--- src/rtl/alu_seq_pkg.sv ---
`default_nettype none
// ============================================================================
// Package : alu_seq_pkg
// Brief   : Shared constants for the ALU control-step sequencer: opcode
//           values, ALU function count, bus-source offsets above the register
//           file, and the sequencer state encoding.
//           Optional feature macro: ALU_SEQ_MULDIV_EN (see alu_step_sequencer).
// Revision: 1.0 - initial release
// ============================================================================
package alu_seq_pkg;

  // Opcodes, held 32 bits wide so they compare cleanly against any OP_W.
  localparam logic [31:0] OP_ADD = 32'd0;
  localparam logic [31:0] OP_SUB = 32'd1;
  localparam logic [31:0] OP_AND = 32'd2;
  localparam logic [31:0] OP_OR  = 32'd3;
  localparam logic [31:0] OP_NOT = 32'd4;
  localparam logic [31:0] OP_NEG = 32'd5;
  localparam logic [31:0] OP_SHL = 32'd6;
  localparam logic [31:0] OP_SHR = 32'd7;
  localparam logic [31:0] OP_MUL = 32'd8;
  localparam logic [31:0] OP_DIV = 32'd9;

  // Number of one-hot ALU function lines.
  localparam int ALU_OPS_CNT = 10;

  // Bus-source indices above the general registers (add NUM_REGS).
  localparam int SRC_HI     = 0;
  localparam int SRC_LO     = 1;
  localparam int SRC_ZHI    = 2;
  localparam int SRC_ZLO    = 3;
  localparam int SRC_PC     = 4;
  localparam int SRC_MDR    = 5;
  localparam int SRC_INPORT = 6;
  localparam int SRC_CSIGN  = 7;

  typedef enum logic [2:0] {
    IDLE  = 3'd0,
    S_Y   = 3'd1,
    S_ALU = 3'd2,
    S_WLO = 3'd3,
    S_WHI = 3'd4,
    S_ERR = 3'd5
  } state_t;

  // Single-operand functions skip the Y load.
  function automatic logic op_is_unary(input logic [31:0] o);
    return (o == OP_NOT) || (o == OP_NEG);
  endfunction

  // Functions producing a 64-bit result written to HI/LO.
  function automatic logic op_is_muldiv(input logic [31:0] o);
    return (o == OP_MUL) || (o == OP_DIV);
  endfunction

  // Functions that are always available (ADD..SHR).
  function automatic logic op_is_base(input logic [31:0] o);
    return o <= OP_SHR;
  endfunction

endpackage
`default_nettype wire

--- src/rtl/alu_step_sequencer_onehot_dec.sv ---
`default_nettype none
// ============================================================================
// Module  : onehot_dec
// Brief   : Binary index to one-hot decoder with enable. Output is all-zero
//           when disabled or when the index lies outside OUT_W.
// Ports   : idx    in  IN_W   binary index
//           en     in  1      decode enable
//           onehot out OUT_W  one-hot result
// Revision: 1.0 - initial release
// ============================================================================
module onehot_dec #(
  parameter int IN_W  = 4,
  parameter int OUT_W = 16
) (
  input  logic [IN_W-1:0]  idx,
  input  logic             en,
  output logic [OUT_W-1:0] onehot
);

  always_comb begin
    onehot = '0;
    for (int i = 0; i < OUT_W; i++) begin
      onehot[i] = en && (32'(idx) == 32'(i));
    end
  end

endmodule
`default_nettype wire

--- src/rtl/alu_step_sequencer.sv ---
`default_nettype none
// ============================================================================
// Module  : alu_step_sequencer
// Brief   : Control-step sequencer for the bus-based datapath. Accepts one
//           register-to-register ALU instruction (ra <= rb OP rc/MDR) and
//           steps through Y load, ALU/Z load and result write-back, one step
//           per cycle. All outputs are Moore, decoded from the registered
//           state and the fields latched on acceptance.
// Config  : `define ALU_SEQ_MULDIV_EN enables MUL/DIV with the LO then HI
//           write-back; without it opcodes 8/9 are rejected and hi_in/lo_in
//           are constant 0.
// Ports   : Clock    in   1          rising-edge clock
//           Clear    in   1          synchronous active-high reset
//           start    in   1          request, sampled only in IDLE
//           op       in   OP_W       opcode
//           ra/rb/rc in   REG_IDX_W  destination / operand A / operand B
//           b_is_mdr in   1          operand B from MDR instead of rc
//           busy     out  1          high in every non-IDLE state
//           done     out  1          pulse in the final write step
//           err      out  1          pulse for a rejected opcode
//           bus_sel  out  NUM_SRC    one-hot bus source
//           reg_in   out  NUM_REGS   one-hot register load enable
//           y_in, z_in, hi_in, lo_in out 1  Y / Z / HI / LO load enables
//           alu_ctl  out  ALU_OPS    one-hot ALU function
// Revision: 1.0 - initial release
// ============================================================================
module alu_step_sequencer
  import alu_seq_pkg::*;
#(
  parameter int NUM_REGS  = 16,
  parameter int REG_IDX_W = 4,
  parameter int OP_W      = 4,
  parameter int ALU_OPS   = ALU_OPS_CNT,
  parameter int NUM_SRC   = NUM_REGS + 8
) (
  input  logic                 Clock,
  input  logic                 Clear,
  input  logic                 start,
  input  logic [OP_W-1:0]      op,
  input  logic [REG_IDX_W-1:0] ra,
  input  logic [REG_IDX_W-1:0] rb,
  input  logic [REG_IDX_W-1:0] rc,
  input  logic                 b_is_mdr,
  output logic                 busy,
  output logic                 done,
  output logic                 err,
  output logic [NUM_SRC-1:0]   bus_sel,
  output logic [NUM_REGS-1:0]  reg_in,
  output logic                 y_in,
  output logic                 z_in,
  output logic                 hi_in,
  output logic                 lo_in,
  output logic [ALU_OPS-1:0]   alu_ctl
);

  localparam int SRC_IDX_W = $clog2(NUM_SRC);

  state_t               r_state;
  state_t               w_next;
  logic [OP_W-1:0]      r_op;
  logic [REG_IDX_W-1:0] r_ra;
  logic [REG_IDX_W-1:0] r_rb;
  logic [REG_IDX_W-1:0] r_rc;
  logic                 r_b_is_mdr;

  logic                 w_in_legal;
  logic                 w_in_unary;
  logic                 w_cur_unary;
  logic                 w_src_en;
  logic [SRC_IDX_W-1:0] w_src_idx;
  logic                 w_reg_en;
  logic                 w_alu_en;
  logic                 w_y;
  logic                 w_z;
  logic                 w_done;
  logic                 w_err;

  // Legality and class are judged on the incoming opcode so the IDLE step
  // can branch in the same cycle the fields are latched.
`ifdef ALU_SEQ_MULDIV_EN
  logic w_cur_muldiv;
  logic w_hi;
  logic w_lo;
  assign w_in_legal   = op_is_base(32'(op)) || op_is_muldiv(32'(op));
  assign w_cur_muldiv = op_is_muldiv(32'(r_op));
`else
  assign w_in_legal   = op_is_base(32'(op));
`endif
  assign w_in_unary  = op_is_unary(32'(op));
  assign w_cur_unary = op_is_unary(32'(r_op));

  always_ff @(posedge Clock) begin
    if (Clear) begin
      r_state    <= IDLE;
      r_op       <= '0;
      r_ra       <= '0;
      r_rb       <= '0;
      r_rc       <= '0;
      r_b_is_mdr <= 1'b0;
    end else begin
      r_state <= w_next;
      // Fields are captured only on acceptance; requests while busy are
      // ignored and leave the in-flight instruction untouched.
      if (r_state == IDLE && start) begin
        r_op       <= op;
        r_ra       <= ra;
        r_rb       <= rb;
        r_rc       <= rc;
        r_b_is_mdr <= b_is_mdr;
      end
    end
  end

  always_comb begin
    w_next    = r_state;
    w_src_en  = 1'b0;
    w_src_idx = '0;
    w_reg_en  = 1'b0;
    w_alu_en  = 1'b0;
    w_y       = 1'b0;
    w_z       = 1'b0;
    w_done    = 1'b0;
    w_err     = 1'b0;
`ifdef ALU_SEQ_MULDIV_EN
    w_hi      = 1'b0;
    w_lo      = 1'b0;
`endif
    case (r_state)
      IDLE: begin
        if (start) begin
          if (!w_in_legal)     w_next = S_ERR;
          else if (w_in_unary) w_next = S_ALU;
          else                 w_next = S_Y;
        end
      end
      S_Y: begin
        w_src_en  = 1'b1;
        w_src_idx = SRC_IDX_W'(r_rb);
        w_y       = 1'b1;
        w_next    = S_ALU;
      end
      S_ALU: begin
        // Unary ops read their only operand straight from rb here.
        w_src_en = 1'b1;
        if (w_cur_unary)     w_src_idx = SRC_IDX_W'(r_rb);
        else if (r_b_is_mdr) w_src_idx = SRC_IDX_W'(NUM_REGS + SRC_MDR);
        else                 w_src_idx = SRC_IDX_W'(r_rc);
        w_alu_en = 1'b1;
        w_z      = 1'b1;
        w_next   = S_WLO;
      end
      S_WLO: begin
        w_src_en  = 1'b1;
        w_src_idx = SRC_IDX_W'(NUM_REGS + SRC_ZLO);
`ifdef ALU_SEQ_MULDIV_EN
        if (w_cur_muldiv) begin
          w_lo   = 1'b1;
          w_next = S_WHI;
        end else begin
          w_reg_en = 1'b1;
          w_done   = 1'b1;
          w_next   = IDLE;
        end
`else
        w_reg_en = 1'b1;
        w_done   = 1'b1;
        w_next   = IDLE;
`endif
      end
`ifdef ALU_SEQ_MULDIV_EN
      S_WHI: begin
        w_src_en  = 1'b1;
        w_src_idx = SRC_IDX_W'(NUM_REGS + SRC_ZHI);
        w_hi      = 1'b1;
        w_done    = 1'b1;
        w_next    = IDLE;
      end
`endif
      S_ERR: begin
        w_err  = 1'b1;
        w_next = IDLE;
      end
      default: begin
        w_next = IDLE;
      end
    endcase
  end

  onehot_dec #(.IN_W(SRC_IDX_W), .OUT_W(NUM_SRC)) u_bus_dec (
    .idx    (w_src_idx),
    .en     (w_src_en),
    .onehot (bus_sel)
  );

  onehot_dec #(.IN_W(REG_IDX_W), .OUT_W(NUM_REGS)) u_reg_dec (
    .idx    (r_ra),
    .en     (w_reg_en),
    .onehot (reg_in)
  );

  onehot_dec #(.IN_W(OP_W), .OUT_W(ALU_OPS)) u_alu_dec (
    .idx    (r_op),
    .en     (w_alu_en),
    .onehot (alu_ctl)
  );

  assign busy = (r_state != IDLE);
  assign done = w_done;
  assign err  = w_err;
  assign y_in = w_y;
  assign z_in = w_z;
`ifdef ALU_SEQ_MULDIV_EN
  assign hi_in = w_hi;
  assign lo_in = w_lo;
`else
  assign hi_in = 1'b0;
  assign lo_in = 1'b0;
`endif

endmodule
`default_nettype wire

--- config.mk ---
export PLATFORM = sky130hd
export DESIGN_NAME = alu_step_sequencer
export DESIGN_NICKNAME = d
export VERILOG_FILES = /design/src/rtl/alu_seq_pkg.sv /design/src/rtl/alu_step_sequencer_onehot_dec.sv /design/src/rtl/alu_step_sequencer.sv
export SDC_FILE = /design/constraint.sdc
export NUM_CORES = 1
export LEC_CHECK = 0
export ABC_AREA = 1
export CORE_ASPECT_RATIO = 1.25
export CORE_MARGIN = 4
export CORE_UTILIZATION = 40
export DETAILED_ROUTE_END_ITERATION = 6
export PLACE_DENSITY = 0.9
export SLEW_MARGIN = 20
export SYNTH_ARGS = -nofsm -noshare
export SYNTH_HDL_FRONTEND = slang
export SYNTH_SLANG_ARGS = --single-unit
--- constraint.sdc ---
create_clock -name Clock -period 2.7 [get_ports Clock]
set_clock_uncertainty 0.2 [all_clocks]
set_input_delay 0.27 -clock Clock [delete_from_list [all_inputs] [get_ports Clock]]
set_output_delay 0.27 -clock Clock [all_outputs]
set_load 0.02 [all_outputs]
==> metrics.md <==
| Metric | Value |
|---|---|
| Htree depth | `1` |
| Count of nets after finishing | `303` |
| Clock transition at the registers of the reported paths | `0.10 ns` |
| Arrival @ worst endpoint | `2.07 ns` |
| Endpoints failing setup | `0` |
| Hold_ws | `0.275 ns` |
| Register area share after synthesis | `31.5%` |
| Die area | `4150 um^2` |
| CTS sink count | `20` |
| Cts bufs inserted | `3` |
| Via Count | `1,514` |
| Die width | `58.4 um` |
| Status | `complete, no violations` |
| CTS max path bufs | `2` |
| CP delay by family, top | `buffers and inverters` |
| Largest net degree at the start of global routing | `24` |
| Vias in the first global route | `1,285` |
| Crit end category | `output pin` |
| Routed WL | `3.75 mm` |
| Crit path from | `r_state[0]$_SDFFE_PP0P_` |
| Worst EP required | `2.23 ns` |
| Global route hottest layer | `met2` |
| Largest family of logic cells by synthesized area | `simple AND/OR/NAND/NOR gates` |
| # Post-CTS Setup Buffers | `0` |
| Area growth syn-to-layout | `58.3%` |
| Yosys warnings | `0` |
| Source of the worst hold timing path | `r_rc[1]$_SDFFE_PP0P_` |
| Pins Over Slew Limit | `0` |
| Final instance area | `2010 um^2` |
| Syn_area_per_cell | `5.91 um^2` |
| Fillers | `262` |
| Post-Synth Adder-Cell Area | `0%` |
| Met2 Use GR | `30.4%` |
| Pwr/cell area | `442 nW/um^2` |
| FF/Latch Area | `403 um^2` |
| Total track usage | `17.3%` |
| Root Buffer | `clkbuf_4` |
| VDD IR-drop max | `420 uV` |
| Area after DPL | `1950 um^2` |
| Most frequent CP cell | `inv_1` |
| Slowest cell on the critical path | `clkdlybuf4s50_1` |
| Post-Syn Area | `1270 um^2` |
| Antenna viol nets, final | `0` |
| Fin util | `67.0%` |
| Yosys cell types | `19` |
| DR pass1 iterations | `4` |
| Synth Area in Compound Gates | `14.2%` |
| Pleak | `0.00102 uW` |
| CTS tree | `built` |
| Grt ovf | `0` |
| Core Region | `3000 um^2` |
| IO buf count | `68` |
| Yosys reg bits | `20` |
| Antenna violations before repair | `0` |
| Initial DRC count | `43` |
| Most common cell after layout, fill and taps aside | `nor2_1` |
| First-pass GRT wire length | `5.73 mm` |
| ANT cells | `0` |
| RSZ-0062 raised after global routing | `false` |
| Post-synthesis mux area share | `0%` |
| Multi-input logic area | `713 um^2` |
| Rows | `22` |
| Crit path buf inv count | `3` |
| DP HPWL | `3.11 mm` |
| # DRC | `0` |
| Clk_lat worst skew | `0.30 ns` |
| Vias/cell | `4.76` |
| RR Startpoint | `r_state[2]$_SDFFE_PP0P_` |
| Worst path max stage delay | `0.62 ns` |
| Met1 Track Usage GR | `20.8%` |
| Startpoint types | `register` |
| Crit Path Max Fanout | `6` |
| Max-cap violations | `0` |
| Commonest non-fill, non-tap cells in the layout | `nor2_1 (53), clkdlybuf4s50_1 (52), nand2_1 (39)` |
| XOR/XNOR share of the synthesized area | `0%` |
| # IOs | `77` |
| Post-Synth Simple-Gate Area | `39.2%` |
| CP Class | `reg -> out` |
| Layout cells sized above 1 | `5.32%` |
| Tmin final | `2.54 ns` |
| Setup TNS | `0 ns` |
| CP cell instances | `inv_1 > nor2_4 > nand2_1 > inv_1 > nand3_1 > nor2_1 > clkdlybuf4s50_1` |
| Fin. Hold Viols | `0` |
| Initial Utilization | `42.3%` |
| Routability Congestion | `0.903` |
| Final worst path period share | `93.9%` |
| Grt met3 use | `1.09%` |
| Max Clock Freq | `0.394 GHz` |
| Die Span Y | `71.0 um` |
| Hold Crit Class | `reg -> reg` |
| Hold-fix buffers, CTS | `0` |
| Routed WL per cell | `11.8 um` |
| Post-synthesis cell count | `215` |
per-layer routing:
layer | up-vias | wire (um)
met1 | 666 | 1470
li1 | 792 | -
met4 | 0 | 68
met5 | - | 0
met2 | 51 | 1970
met3 | 5 | 243
cell families (layout without fill, tap and decap cells):
group,after synthesis,in the layout
other cells,1,8
flops,20,20
compound gates,36,36
simple gates,118,118
buf+inv,40,100
registers in the layout, summed over array words and instances (netlist names):
signal,count
r_op,4
r_ra,4
r_rb,4
r_rc,4
r_state,3
r_b_is_mdr,1
path summary, 6_finish.rpt:
check,to,slack (ns),cells after the start
worst max-delay path,reg_in[11],0.16,7
worst min-delay path,r_rc[1]$_SDFFE_PP0P_,0.27,2
worst max register to register,r_op[3]$_SDFFE_PP0P_,0.90,6
worst min register to register,r_rc[1]$_SDFFE_PP0P_,0.27,2
layout make-up:
type | count | area share, %
Clock buffer | 4 | 1.80
Sequential cell | 20 | 20.0
Multi-Input combinational cell | 162 | 35.5
Inverter | 27 | 5.16
Timing Repair Buffer | 69 | 35.3
Tap cell | 36 | 2.24
timing repair:
action | CTS | global route
pin swaps | 0 | 0
setup endpoints to repair | 6 | 27
gates resized for setup | 6 | 13
synth_stat cells, drive strengths merged:
library cell  instances  share of area (%)
inv                  27                8.2
a21oi                19                7.5
nand3                17                7.9
nor3                  3                1.2
o21ai                17                6.7
dfxtp                20                 32
nand2                41                 13
buf                  11                5.9
nor4                  2               0.99
clkbuf                2               0.69
conb                  1               0.30
nor2                 55                 17
per-stage QoR:
stage,instances,worst slack [ns],power [uW]
3_3_place_gp,314,0.362,717
3_5_place_dp,314,0.328,724
4_1_cts,318,0.00449,890
2_1_floorplan,222,0.825,608
5_1_grt,318,0.000735,944
6_report,318,0.165,888
tightest hold or removal path: cells and delay by family, from the launching register on:
family / cells / cell delay (ns)
DFF: 1 / 0.33
AOI/OAI and AO/OA: 1 / 0.05
and+or+nand+nor: 1 / 0.06
where the power goes:
part | internal (uW) | switching (uW)
Sequential | 336 | 33.6
Combinational | 129 | 220
Clock | 82.3 | 86.8
Power figures use the tool's default switching activity.
